$ cat src/rtl/sdram_port_arb.sv
// sdram_port_arb: round-robin arbiter sharing the single MIG command port
// among NREQ memory requesters (index 0 = command fetch). One MIG command is
// issued per grant; read grants are held until all burst beats are consumed.
// Optional build macro ARB_FIXED_PRIO0_EN: requester 0 always wins in IDLE and
// never moves the round-robin pointer; the others rotate among themselves.
module sdram_port_arb #(
    parameter int NREQ   = 4,
    parameter int ADDR_W = 30,
    parameter int BL_W   = 6
) (
    input  logic                   clk,
    input  logic                   rst,
    input  logic [NREQ-1:0]        req,
    input  logic [NREQ-1:0]        req_wr,
    input  logic [NREQ*ADDR_W-1:0] req_addr,
    input  logic [NREQ*BL_W-1:0]   req_bl,
    output logic [NREQ-1:0]        gnt,
    output logic [NREQ-1:0]        done,
    output logic                   cmd_en,
    output logic [2:0]             cmd_instr,
    output logic [ADDR_W-1:0]      cmd_addr,
    output logic [BL_W-1:0]        cmd_bl,
    input  logic                   cmd_full,
    input  logic                   beat_strobe,
    output logic                   busy,
    output logic                   err
);

    localparam logic [2:0] INSTR_WR = 3'b000;
    localparam logic [2:0] INSTR_RD = 3'b001;
    localparam int PTR_W = (NREQ > 1) ? $clog2(NREQ) : 1;
    localparam int CNT_W = BL_W + 1;

    typedef enum logic [1:0] {ST_IDLE, ST_ISSUE, ST_WAIT} state_t;

    state_t              state_reg, state_next;
    logic [NREQ-1:0]     gnt_reg, gnt_next;
    logic [NREQ-1:0]     done_reg, done_next;
    logic                cmd_en_reg, cmd_en_next;
    logic [2:0]          cmd_instr_reg, cmd_instr_next;
    logic [ADDR_W-1:0]   cmd_addr_reg, cmd_addr_next;
    logic [BL_W-1:0]     cmd_bl_reg, cmd_bl_next;
    logic                busy_reg, busy_next;
    logic                err_reg, err_next;
    logic [PTR_W-1:0]    rr_ptr_reg, rr_ptr_next;
    logic [PTR_W-1:0]    win_reg, win_next;
    logic [CNT_W-1:0]    beat_cnt_reg, beat_cnt_next;

    logic [ADDR_W-1:0]   addr_arr [NREQ];
    logic [BL_W-1:0]     bl_arr   [NREQ];
    logic [PTR_W-1:0]    sel_idx;
    logic                sel_valid;
    logic                finish;
    logic                wait_read;
    logic [CNT_W-1:0]    beat_target;

    // Unpack the flattened per-requester address and burst-length buses.
    genvar gi;
    generate
        for (gi = 0; gi < NREQ; gi++) begin : g_unpack
            assign addr_arr[gi] = req_addr[gi*ADDR_W +: ADDR_W];
            assign bl_arr[gi]   = req_bl[gi*BL_W +: BL_W];
        end
    endgenerate

    assign beat_target = {1'b0, cmd_bl_reg} + CNT_W'(1);
    assign wait_read   = (state_reg == ST_WAIT) && (cmd_instr_reg == INSTR_RD);

    // Winner selection: scan upward from the requester after the last winner.
    always_comb begin
        logic [PTR_W-1:0] cand;
        cand      = '0;
        sel_idx   = '0;
        sel_valid = 1'b0;
        for (int k = 1; k <= NREQ; k++) begin
            cand = PTR_W'((int'(rr_ptr_reg) + k) % NREQ);
            if (!sel_valid && req[cand]) begin
                sel_valid = 1'b1;
                sel_idx   = cand;
            end
        end
`ifdef ARB_FIXED_PRIO0_EN
        if (req[0]) begin
            sel_valid = 1'b1;
            sel_idx   = '0;
        end
`endif
    end

    // Next-state and registered-output logic for the IDLE/ISSUE/WAIT sequence.
    always_comb begin
        state_next     = state_reg;
        gnt_next       = gnt_reg;
        done_next      = '0;
        cmd_en_next    = 1'b0;
        cmd_instr_next = cmd_instr_reg;
        cmd_addr_next  = cmd_addr_reg;
        cmd_bl_next    = cmd_bl_reg;
        err_next       = err_reg;
        rr_ptr_next    = rr_ptr_reg;
        win_next       = win_reg;
        beat_cnt_next  = beat_cnt_reg;
        finish         = 1'b0;

        case (state_reg)
            ST_IDLE: begin
                if (sel_valid) begin
                    state_next     = ST_ISSUE;
                    win_next       = sel_idx;
                    gnt_next       = NREQ'(1) << sel_idx;
                    cmd_addr_next  = addr_arr[sel_idx];
                    cmd_bl_next    = bl_arr[sel_idx];
                    cmd_instr_next = req_wr[sel_idx] ? INSTR_WR : INSTR_RD;
                end
            end
            ST_ISSUE: begin
                if (!cmd_full) begin
                    cmd_en_next   = 1'b1;
                    beat_cnt_next = '0;
                    state_next    = ST_WAIT;
                end
            end
            ST_WAIT: begin
                // Writes complete at once: the write FIFO was filled before req.
                if (cmd_instr_reg == INSTR_WR) begin
                    finish = 1'b1;
                end else if (beat_strobe) begin
                    beat_cnt_next = beat_cnt_reg + CNT_W'(1);
                    if (beat_cnt_next == beat_target) begin
                        finish = 1'b1;
                    end
                end
                if (finish) begin
                    done_next  = NREQ'(1) << win_reg;
                    gnt_next   = '0;
                    state_next = ST_IDLE;
`ifdef ARB_FIXED_PRIO0_EN
                    if (win_reg != '0) begin
                        rr_ptr_next = win_reg;
                    end
`else
                    rr_ptr_next = win_reg;
`endif
                end
            end
            default: state_next = ST_IDLE;
        endcase

        // A beat is only legal while a read burst still has beats outstanding.
        if (beat_strobe && (!wait_read || (beat_cnt_reg >= beat_target))) begin
            err_next = 1'b1;
        end

        busy_next = (state_next != ST_IDLE);
    end

    // State and output registers; reset abandons any burst without a done.
    always_ff @(posedge clk or posedge rst) begin
        if (rst) begin
            state_reg     <= ST_IDLE;
            gnt_reg       <= '0;
            done_reg      <= '0;
            cmd_en_reg    <= 1'b0;
            cmd_instr_reg <= '0;
            cmd_addr_reg  <= '0;
            cmd_bl_reg    <= '0;
            busy_reg      <= 1'b0;
            err_reg       <= 1'b0;
            rr_ptr_reg    <= PTR_W'(NREQ - 1);
            win_reg       <= '0;
            beat_cnt_reg  <= '0;
        end else begin
            state_reg     <= state_next;
            gnt_reg       <= gnt_next;
            done_reg      <= done_next;
            cmd_en_reg    <= cmd_en_next;
            cmd_instr_reg <= cmd_instr_next;
            cmd_addr_reg  <= cmd_addr_next;
            cmd_bl_reg    <= cmd_bl_next;
            busy_reg      <= busy_next;
            err_reg       <= err_next;
            rr_ptr_reg    <= rr_ptr_next;
            win_reg       <= win_next;
            beat_cnt_reg  <= beat_cnt_next;
        end
    end

    assign gnt       = gnt_reg;
    assign done      = done_reg;
    assign cmd_en    = cmd_en_reg;
    assign cmd_instr = cmd_instr_reg;
    assign cmd_addr  = cmd_addr_reg;
    assign cmd_bl    = cmd_bl_reg;
    assign busy      = busy_reg;
    assign err       = err_reg;

endmodule

$ cat config.mk
export PLATFORM = sky130hd
export DESIGN_NAME = sdram_port_arb
export DESIGN_NICKNAME = d
export VERILOG_FILES = /design/src/rtl/sdram_port_arb.sv
export SDC_FILE = /design/constraint.sdc
export NUM_CORES = 1
export LEC_CHECK = 0
export ABC_AREA = 0
export BUFFER_PORTS_ARGS = -buffer_cell sky130_fd_sc_hd__buf_2
export CELL_PAD_IN_SITES_DETAIL_PLACEMENT = 1
export CELL_PAD_IN_SITES_GLOBAL_PLACEMENT = 1
export CORE_MARGIN = 2
export CORE_UTILIZATION = 33
export CTS_BUF_LIST = sky130_fd_sc_hd__clkbuf_4
export DETAILED_ROUTE_END_ITERATION = 10
export PLACE_DENSITY_LB_ADDON = 0.1
export SLEW_MARGIN = 40
export SYNTH_ARGS = -nofsm -noshare
export SYNTH_HDL_FRONTEND = slang
export SYNTH_SLANG_ARGS = --single-unit
$ cat constraint.sdc
create_clock -name clk -period 3 [get_ports clk]
set_input_delay 0.9 -clock clk [delete_from_list [all_inputs] [get_ports clk]]
set_output_delay 0.9 -clock clk [all_outputs]
set_load 0.1 [all_outputs]
---- Word level (Yosys, flattened, before mapping) ----
Index checks and enable logic that the tools add are counted.
Widths: inputs -> output; s select.
storage, ports and cells
  bits in registers ....................... 63
  latch bits .............................. 0
  RAM bits ................................ 0
  bits in read-only memories .............. 0
  input bits .............................. 156
  word-level logic and storage cells ...... 100
  memories ................................ 0
operators by class
  add/sub/neg operators ................... 6
  multiply operators ...................... 0
  div/mod/pow operators ................... 0
  order comparisons ....................... 7
  equality and inequality tests ........... 9
  shift operators ......................... 2
  multiplexer cells ....................... 44
  bitwise logic cells ..................... 1
  reductions and logical operators ........ 19
operators by type and width
  kind                 count
  $bmux 30 s2          1
  $mux 30              2
  $mux 7               3
  $mux 1               16
  $mux 4               4
  $lt 2x3->1 const B   5
  $mux 2               7
  $pmux 7 s2           1
  $bmux 6 s2           1
  $mux 6               2
  $bmux 1 s2           5
  $ne 2x2->1 const B   4
  $pmux 4 s2           1
  $shl 1x2->4 const A  2
  $add 6x1->7 const B  1
  $add 7x1->7 const B  1
  $eq 7x7->1           1
  $ge 7x7->1           1
  $pmux 2 s3           1
  $reduce_bool 2->1    3
  $logic_and 1x1->1    5
  $add 2x1->2 const B  2
  $add 2x2->2 const B  2
  $logic_not 1->1      4
  12 further kinds     13

---- Logic depth before layout (Yosys ltp) ----
Gate-level depths: netlist (run 1).
  depth in word-level cells ............... 17
  depth in mapped cells ................... 9
  depth with buffers taken out ............ 9

---- Worst setup path before layout (run 1) ----
No wires, ideal clock.
  kind .................................... register -> register
  from .................................... register cmd_bl_reg[0], in the netlist cmd_bl[0]
  to ...................................... register rr_ptr_reg[1]
  setup time .............................. 0.085 ns
  data arrival time ....................... 2.693 ns
  data required time ...................... 2.915 ns
  setup slack ............................. 0.222 ns
  stages on the path, launching flop included .. 9
  path buffers ............................ 0
  cells stage by stage .................... dfrtp_1 ha_1 nand3_1 xor2_1 xor2_1 nor3_1 nand2_1 o22ai_4 mux2_1
on the way
  longest elaborated chain between the ends .. 7
ends and longest elaborated chain
  element                            RTL line  text
  start: declaration                 42        logic [BL_W-1:0] cmd_bl_reg, cmd_bl_next;
  start signal: assignment           179       cmd_bl_reg <= cmd_bl_next;
  $add 6x1->7                        66        assign beat_target = {1'b0, cmd_bl_reg} + CNT_W'(1);
  $eq 7x7->1                         129       if (beat_cnt_next == beat_target) begin
  $mux 1                             129
  $mux 1                             127       end else if (beat_strobe) begin
  $mux 1                             125       if (cmd_instr_reg == INSTR_WR) begin
  $mux 1                             105       case (state_reg)
  $reduce_and 2->1 (no source line)  --
  end signal: assignment             169       rr_ptr_reg <= PTR_W'(NREQ - 1);
  end signal: assignment             182       rr_ptr_reg <= rr_ptr_next;
  end: declaration                   45        logic [PTR_W-1:0] rr_ptr_reg, rr_ptr_next;
Every way passes these cells. The select of a mux whose other input is x is not followed.
A chain may end at the register's enable or synchronous reset.

---- Final worst setup path (run 1) ----
  from .................................... register beat_cnt_reg[1]
  to ...................................... register rr_ptr_reg[1]
on the way
  longest elaborated chain between the ends .. 7
ends and longest elaborated chain
  element                            RTL line  text
  start: declaration                 47        logic [CNT_W-1:0] beat_cnt_reg, beat_cnt_next;
  start signal: assignment           184       beat_cnt_reg <= beat_cnt_next;
  $add 7x1->7                        128       beat_cnt_next = beat_cnt_reg + CNT_W'(1);
  $eq 7x7->1                         129
  $mux 1                             129
  $mux 1                             127
  $mux 1                             125
  $mux 1                             105
  $reduce_and 2->1 (no source line)  --
Every way passes these cells. The select of a mux whose other input is x is not followed.

==> impl_metrics.env, run 1 <==
export IMPL_globalplace_congestion=0.8040
export IMPL_start_kind="register"
export IMPL_postCtsResizedCells=0
export IMPL_status="finished, final reports clean"
export IMPL_cts_setup_buffers=0
export IMPL_worstSkewPairLatency_ns=0.46
export IMPL_io_pins=206
export IMPL_final_hold_viol_count=0
export IMPL_yosysUniqueCellTypes=47
export IMPL_vias_per_cell=5.326
export IMPL_cap_violations=0
export IMPL_r2r_slack_ns=0.44
export IMPL_antenna_found_initial=3
export IMPL_layout_common_cells="203 x buf_2, 89 x nand2_1, 59 x dfrtp_1, 40 x a21o_1, 38 x a211oi_1"
export IMPL_hold_buffers=0
export IMPL_vias=4346
export IMPL_rsz0062_at_grt="false"
export IMPL_layout_commonest_cell="buf_2"
export IMPL_powerDensity_nw_per_um2=1268
export IMPL_yosysSeqAreaShare_pct=37.73
export IMPL_setup_viol=0
export IMPL_power_leakage_nw=2.764
export IMPL_rr_endpoint="rr_ptr_reg[1]"
export IMPL_fp_dieW_um=114.8
export IMPL_cp_required_ns=3.38
export IMPL_worstReg2RegStart="beat_cnt_reg[1]"
export IMPL_grt_total_usage_pct=22.07
export IMPL_power_switching_share_pct=61.87
export IMPL_internal_power_mw=2.606
export IMPL_coreArea_um2=12010
export IMPL_grt_ovfl_total=0
export IMPL_critPathKind="register to register"
export IMPL_drive_gt1_share_pct=36.68
export IMPL_syn_area_um2=4053
export IMPL_wl_per_cell_um=17.60
export IMPL_clock_sinks=61
export IMPL_clk_path_buf_depth=2
export IMPL_fp_row_count=40
export IMPL_max_slew_margin_rel_pct=64.48
export IMPL_worstPathMaxFanout=6
export IMPL_rr_worst_depth=8
export IMPL_die_h_um=114.8
export IMPL_peakVddDrop_mv=0.6098
export IMPL_p_comb_share_pct=70.5
export IMPL_initial_utilization_pct=33.74
export IMPL_finalMaxSlewViolations=0
export IMPL_async_flop_share_pct=100.0
export IMPL_synth_seq_cells=61
export IMPL_detailed_place_hpwl_um=11000
export IMPL_critPathArrivalTime_ns=2.93
export IMPL_hold_class="input pin to async pin"
export IMPL_finalCritPeriodShare_pct=85.28
export IMPL_p_seq_share_pct=21.8
export IMPL_drtAntennaViolNets=0
export IMPL_htree_levels=3
export IMPL_routed_wl_um=14360
export IMPL_max_clock_freq_ghz=0.3909
export IMPL_power_mw=6.837
export IMPL_synth_edf_count=0
export IMPL_power_share_clock_pct=7.7
export IMPL_dieArea_um2=13180
export IMPL_clk_pin_slew_ns=0.11
export IMPL_post_route_min_period_ns=2.558
export IMPL_cts_made_buffers=9
export IMPL_cts_tree="yes"
export IMPL_ys_flop_type="dfrtp_1"
export IMPL_drtIter0Drc=133
export IMPL_first_pass_iters=4
export IMPL_io_buffer_count=203
export IMPL_ys_warn_count=0
export IMPL_cp_startpoint="beat_cnt_reg[1]"
export IMPL_p_switching_mw=4.230
export IMPL_grt_max_degree=62
export IMPL_drc_errors=0
export IMPL_fin_skew_ns=0.02304
export IMPL_multiInputGateArea_um2=2360
export IMPL_syn_avg_cell_area_um2=8.604
export IMPL_first_global_vias=4576
export IMPL_synthCells=471
export IMPL_n_fill_cell=1521
export IMPL_largest_register_ffs=30
export IMPL_fin_nets=828
export IMPL_tightest_slew_ns=0.5315
export IMPL_endpoint_kind="register"
export IMPL_clock_root_buffer="clkbuf_4"
export IMPL_grt_pass1_wl_um=22640
export IMPL_regArea_um2=1529
export IMPL_tns_ns=0
export IMPL_area_delta_synth_final_pct=33.00
export IMPL_utilization_pct=44.88
## cell type report
cell class / count / share of cell area [%]
multi-input combinational: 363 / 43.78
antenna: 1 / 0.04643
inverter: 10 / 0.6964
sequential: 61 / 28.37
clock buffer: 13 / 1.811
clock inverter: 3 / 0.2553
tap: 147 / 3.412
timing repair buffer: 218 / 21.63
## logic make-up after synthesis
kind of cell	synth area share, %
buffers and inverters	4.631
AO/OA/AOI/OAI	29.89
AND/OR/NAND/NOR	21.12
XOR/XNOR	3.489
other	0.09253
adder cells (fa/ha/maj)	2.779
flip-flops	37.73
multiplexers	0.2778
## layer usage
layer	share of wire (%)	GRT usage [%]	vias up
li1	-	-	2100
met1	41	25.19	2099
met2	51	38.86	125
met3	7.0	7.538	18
met4	1.6	7.149	4
met5	0.15	0	-
## critical path, cell delays in order, from the launching register on
cell     delay [ns]
dfrtp_1        0.48
ha_1           0.30
nand3_1        0.21
xor2_1         0.23
xor2_1         0.16
nor3_1         0.39
nand2_1        0.17
o22ai_4        0.19
mux2_1         0.35
## synth_stat cells (2+ instances only)
cell type,count,area [µm²]
and2_0,10,62.56
nand3_1,11,55.05
o21ai_0,19,95.09
a211o_1,2,17.52
and3_1,5,31.28
dfstp_2,2,52.55
o31ai_1,2,15.01
a32oi_1,2,17.52
a21o_1,41,307.8
a211oi_1,38,285.3
and2_1,28,175.2
nand2b_1,3,18.77
a311oi_1,36,315.3
ha_1,9,112.6
a31oi_1,3,18.77
xnor2_1,5,43.79
xor2_1,6,52.55
nor3_1,7,35.03
buf_4,2,15.01
dfrtp_1,59,1476
inv_1,10,37.54
nor2_1,12,45.04
buf_1,3,11.26
nand2_1,89,334.1
nor4_1,2,12.51
o22ai_1,2,12.51
a21oi_1,5,25.02
xnor3_1,2,45.04
nor2b_1,6,37.54
clkbuf_1,33,123.9
## through the flow
step           std cells  instance area (µm²)  hold WS [ns]  worst slack [ns]
6_report             816                 5390        0.4721            0.4417
3_5_place_dp         799                 5270        0.4636            0.3557
4_1_cts              815                 5381        0.4851            0.4368
2_1_floorplan        472                 4056        0.4887            0.2223
5_1_grt              816                 5390        0.5028            0.1663
3_3_place_gp         799                 5270        0.4550            0.4497
## worst max path at each step
stage	cells past startpoint	to	slack, ns
final	8	rr_ptr_reg[1]	0.44
after global placement	7	cmd_addr[16]	0.45
after floorplan	8	rr_ptr_reg[1]	0.22
after CTS	8	rr_ptr_reg[1]	0.44
after detailed placement	9	cmd_instr[0]	0.36
after global routing	8	rr_ptr_reg[1]	0.17
## power by group through the flow
stage          clock network [mW]  registers (mW)  logic (mW)
6_report                    0.525            1.49        4.82
4_1_cts                     0.544            1.49        4.87
3_5_place_dp                    0            1.49        4.87
2_1_floorplan                   0            3.49        1.78
5_1_grt                     0.578            1.54        5.15
3_3_place_gp                    0            1.48        4.77
(Power assumes the default switching activity.)
==> run 2: changes to the inputs <==
--- a/config.mk
+++ b/config.mk
@@ -10,7 +10,7 @@
 export CELL_PAD_IN_SITES_DETAIL_PLACEMENT = 1
 export CELL_PAD_IN_SITES_GLOBAL_PLACEMENT = 1
 export CORE_MARGIN = 2
-export CORE_UTILIZATION = 33
+export CORE_UTILIZATION = 36
 export CTS_BUF_LIST = sky130_fd_sc_hd__clkbuf_4
 export DETAILED_ROUTE_END_ITERATION = 10
 export PLACE_DENSITY_LB_ADDON = 0.1
==> constraint.sdc (replaced) <==
create_clock -name clk -period 3.2 [get_ports clk]
set_input_delay 0.96 -clock clk [delete_from_list [all_inputs] [get_ports clk]]
set_output_delay 0.96 -clock clk [all_outputs]
set_load 0.1 [all_outputs]
==> run 2 against run 1 <==
Power shrank 4.0%. Register-to-register slack gained 0.11 ns. Critical path type unchanged. Combinational power shrank 6.6%. Clock-buffer cell count shrank 4.
==> impl_metrics.env, run 2 (synthesis gave the netlist of run 1 again) <==
export IMPL_status="finished, final reports clean"
export IMPL_rsz0062_at_grt="false"
export IMPL_area_delta_synth_final_pct=33.81
export IMPL_p_comb_share_pct=68.5
export IMPL_worstPathCellList="ha_1 -> nand3_1 -> nor3_1 -> a2111oi_0 -> a31o_2 -> a21oi_2 -> o22ai_4 -> mux2_1"
export IMPL_power_mw=6.567
export IMPL_fp_row_count=38
export IMPL_first_global_vias=4585
export IMPL_detailed_place_hpwl_um=10490
export IMPL_layout_commonest_cell="buf_2"
export IMPL_tightest_slew_ns=0.5748
export IMPL_p_switching_mw=3.991
export IMPL_worstSkewPairLatency_ns=0.44
export IMPL_io_pins=206
export IMPL_grt_pass1_wl_um=22070
export IMPL_cpPeakStageDelay_ns=0.51
export IMPL_powerDensity_nw_per_um2=1211
export IMPL_hold_buffers=0
export IMPL_final_hold_viol_count=0
export IMPL_finalMaxSlewViolations=0
export IMPL_post_route_min_period_ns=2.650
export IMPL_start_kind="register"
export IMPL_max_slew_margin_rel_pct=61.38
export IMPL_htree_levels=3
export IMPL_antenna_found_initial=0
export IMPL_coreArea_um2=10940
export IMPL_slowest_stage="nor3_1"
export IMPL_fin_skew_ns=0.009470
export IMPL_drtAntennaViolNets=0
export IMPL_io_buffer_count=203
export IMPL_dieArea_um2=12120
export IMPL_finalCritPeriodShare_pct=82.83
export IMPL_fin_nets=823
export IMPL_cp_top_family="compound AO/OA/AOI/OAI gates"
export IMPL_routed_wl_um=14010
export IMPL_peakVddDrop_mv=0.7029
export IMPL_postCtsResizedCells=0
export IMPL_p_seq_share_pct=21.5
export IMPL_worstPathMaxFanout=7
export IMPL_globalplace_congestion=0.8302
export IMPL_internal_power_mw=2.576
export IMPL_first_pass_iters=4
export IMPL_drc_errors=0
export IMPL_critPathArrivalTime_ns=3.02
export IMPL_crit_buf_inv=0
export IMPL_cp_required_ns=3.57
export IMPL_clk_path_buf_depth=2
export IMPL_drtIter0Drc=192
export IMPL_critPathKind="register to register"
export IMPL_vias_per_cell=5.489
export IMPL_stdcell_count=804
export IMPL_tns_ns=0
export IMPL_clock_root_buffer="clkbuf_4"
export IMPL_grt_total_usage_pct=23.66
export IMPL_cts_tree="yes"
export IMPL_initial_utilization_pct=37.06
export IMPL_power_leakage_nw=2.762
export IMPL_fp_dieW_um=110.1
export IMPL_dp_cells=787
export IMPL_cts_made_buffers=9
export IMPL_cts_setup_buffers=0
export IMPL_max_clock_freq_ghz=0.3773
export IMPL_endpoint_kind="register"
export IMPL_power_switching_share_pct=60.78
export IMPL_drive_gt1_share_pct=36.35
export IMPL_vias=4413
export IMPL_setup_viol=0
export IMPL_layout_common_cells="203 x buf_2, 89 x nand2_1, 59 x dfrtp_1, 40 x a21o_1, 38 x a211oi_1"
export IMPL_power_share_clock_pct=10.0
export IMPL_grt_max_degree=62
export IMPL_grt_ovfl_total=0
export IMPL_die_h_um=110.1
export IMPL_hold_class="register to register"
export IMPL_wl_per_cell_um=17.43
export IMPL_clk_pin_slew_ns=0.12
export IMPL_largest_register_ffs=30
export IMPL_clock_sinks=61
export IMPL_cap_violations=0
## run 2: cell count changes in the layout (fill, tap and decap cells not counted), sizes merged
cell / previous run / this run
clkinvlp: 0 / 2
inv: 10 / 11
clkbuf: 13 / 9
clkinv: 3 / 2
bufinv: 0 / 2
buf: 218 / 213
## run 2: area by class of cell
cell class / count / area [µm²]
fillers: 1354 / 5513
multi-input cells: 363 / 2360
flip-flops and latches: 61 / 1529
repair buffers: 213 / 1154
well taps: 140 / 175.2
clock inverters: 7 / 97.59
clock buffers: 9 / 67.56
inverters: 10 / 37.54
diodes: 1 / 2.502
## run 2: power groups by stage
| stage | sequential, mW | clock, mW | combinational [mW] |
|---|---|---|---|
| 6_report | 1.41 | 0.655 | 4.50 |
| 5_1_grt | 1.46 | 0.713 | 4.82 |
| 4_1_cts | 1.41 | 0.667 | 4.53 |
| 3_5_place_dp | 1.42 | 0 | 4.53 |
| 3_3_place_gp | 1.41 | 0 | 4.44 |
| 2_1_floorplan | 3.27 | 0 | 1.67 |
## run 2: final timing paths
kind	startpoint	end	slack, ns	cells past startpoint
min	cmd_addr[9]	cmd_addr[9]	0.49	1
max in group asynchronous	rst	rr_ptr_reg[1]	2.29	3
max	beat_cnt_reg[0]	rr_ptr_reg[1]	0.55	8
max reg2reg	beat_cnt_reg[0]	rr_ptr_reg[1]	0.55	8
min reg2reg	cmd_addr[9]	cmd_addr[9]	0.49	1
min in group asynchronous	rst	beat_cnt_reg[2]	0.55	3
## run 2: metal layers
metal / vias up / global-route usage [%] / wire [µm]
li1: 2101 / - / -
met5: - / 0 / 0
met2: 147 / 40.18 / 7091
met3: 41 / 5.761 / 779
met1: 2124 / 28.12 / 5630
met4: 0 / 11.07 / 511
## run 2: per-stage QoR
stage	util (%)	instance area (µm²)	worst slack, ns	hold slack (ns)
after floorplan	-	4056	0.4223	0.4887
after global placement	48.00	5249	0.5943	0.4561
after detailed placement	48.00	5249	0.5051	0.4633
after CTS	49.51	5414	0.5442	0.4907
after global routing	49.57	5420	0.3980	0.5093
final	49.59	5423	0.5495	0.4869
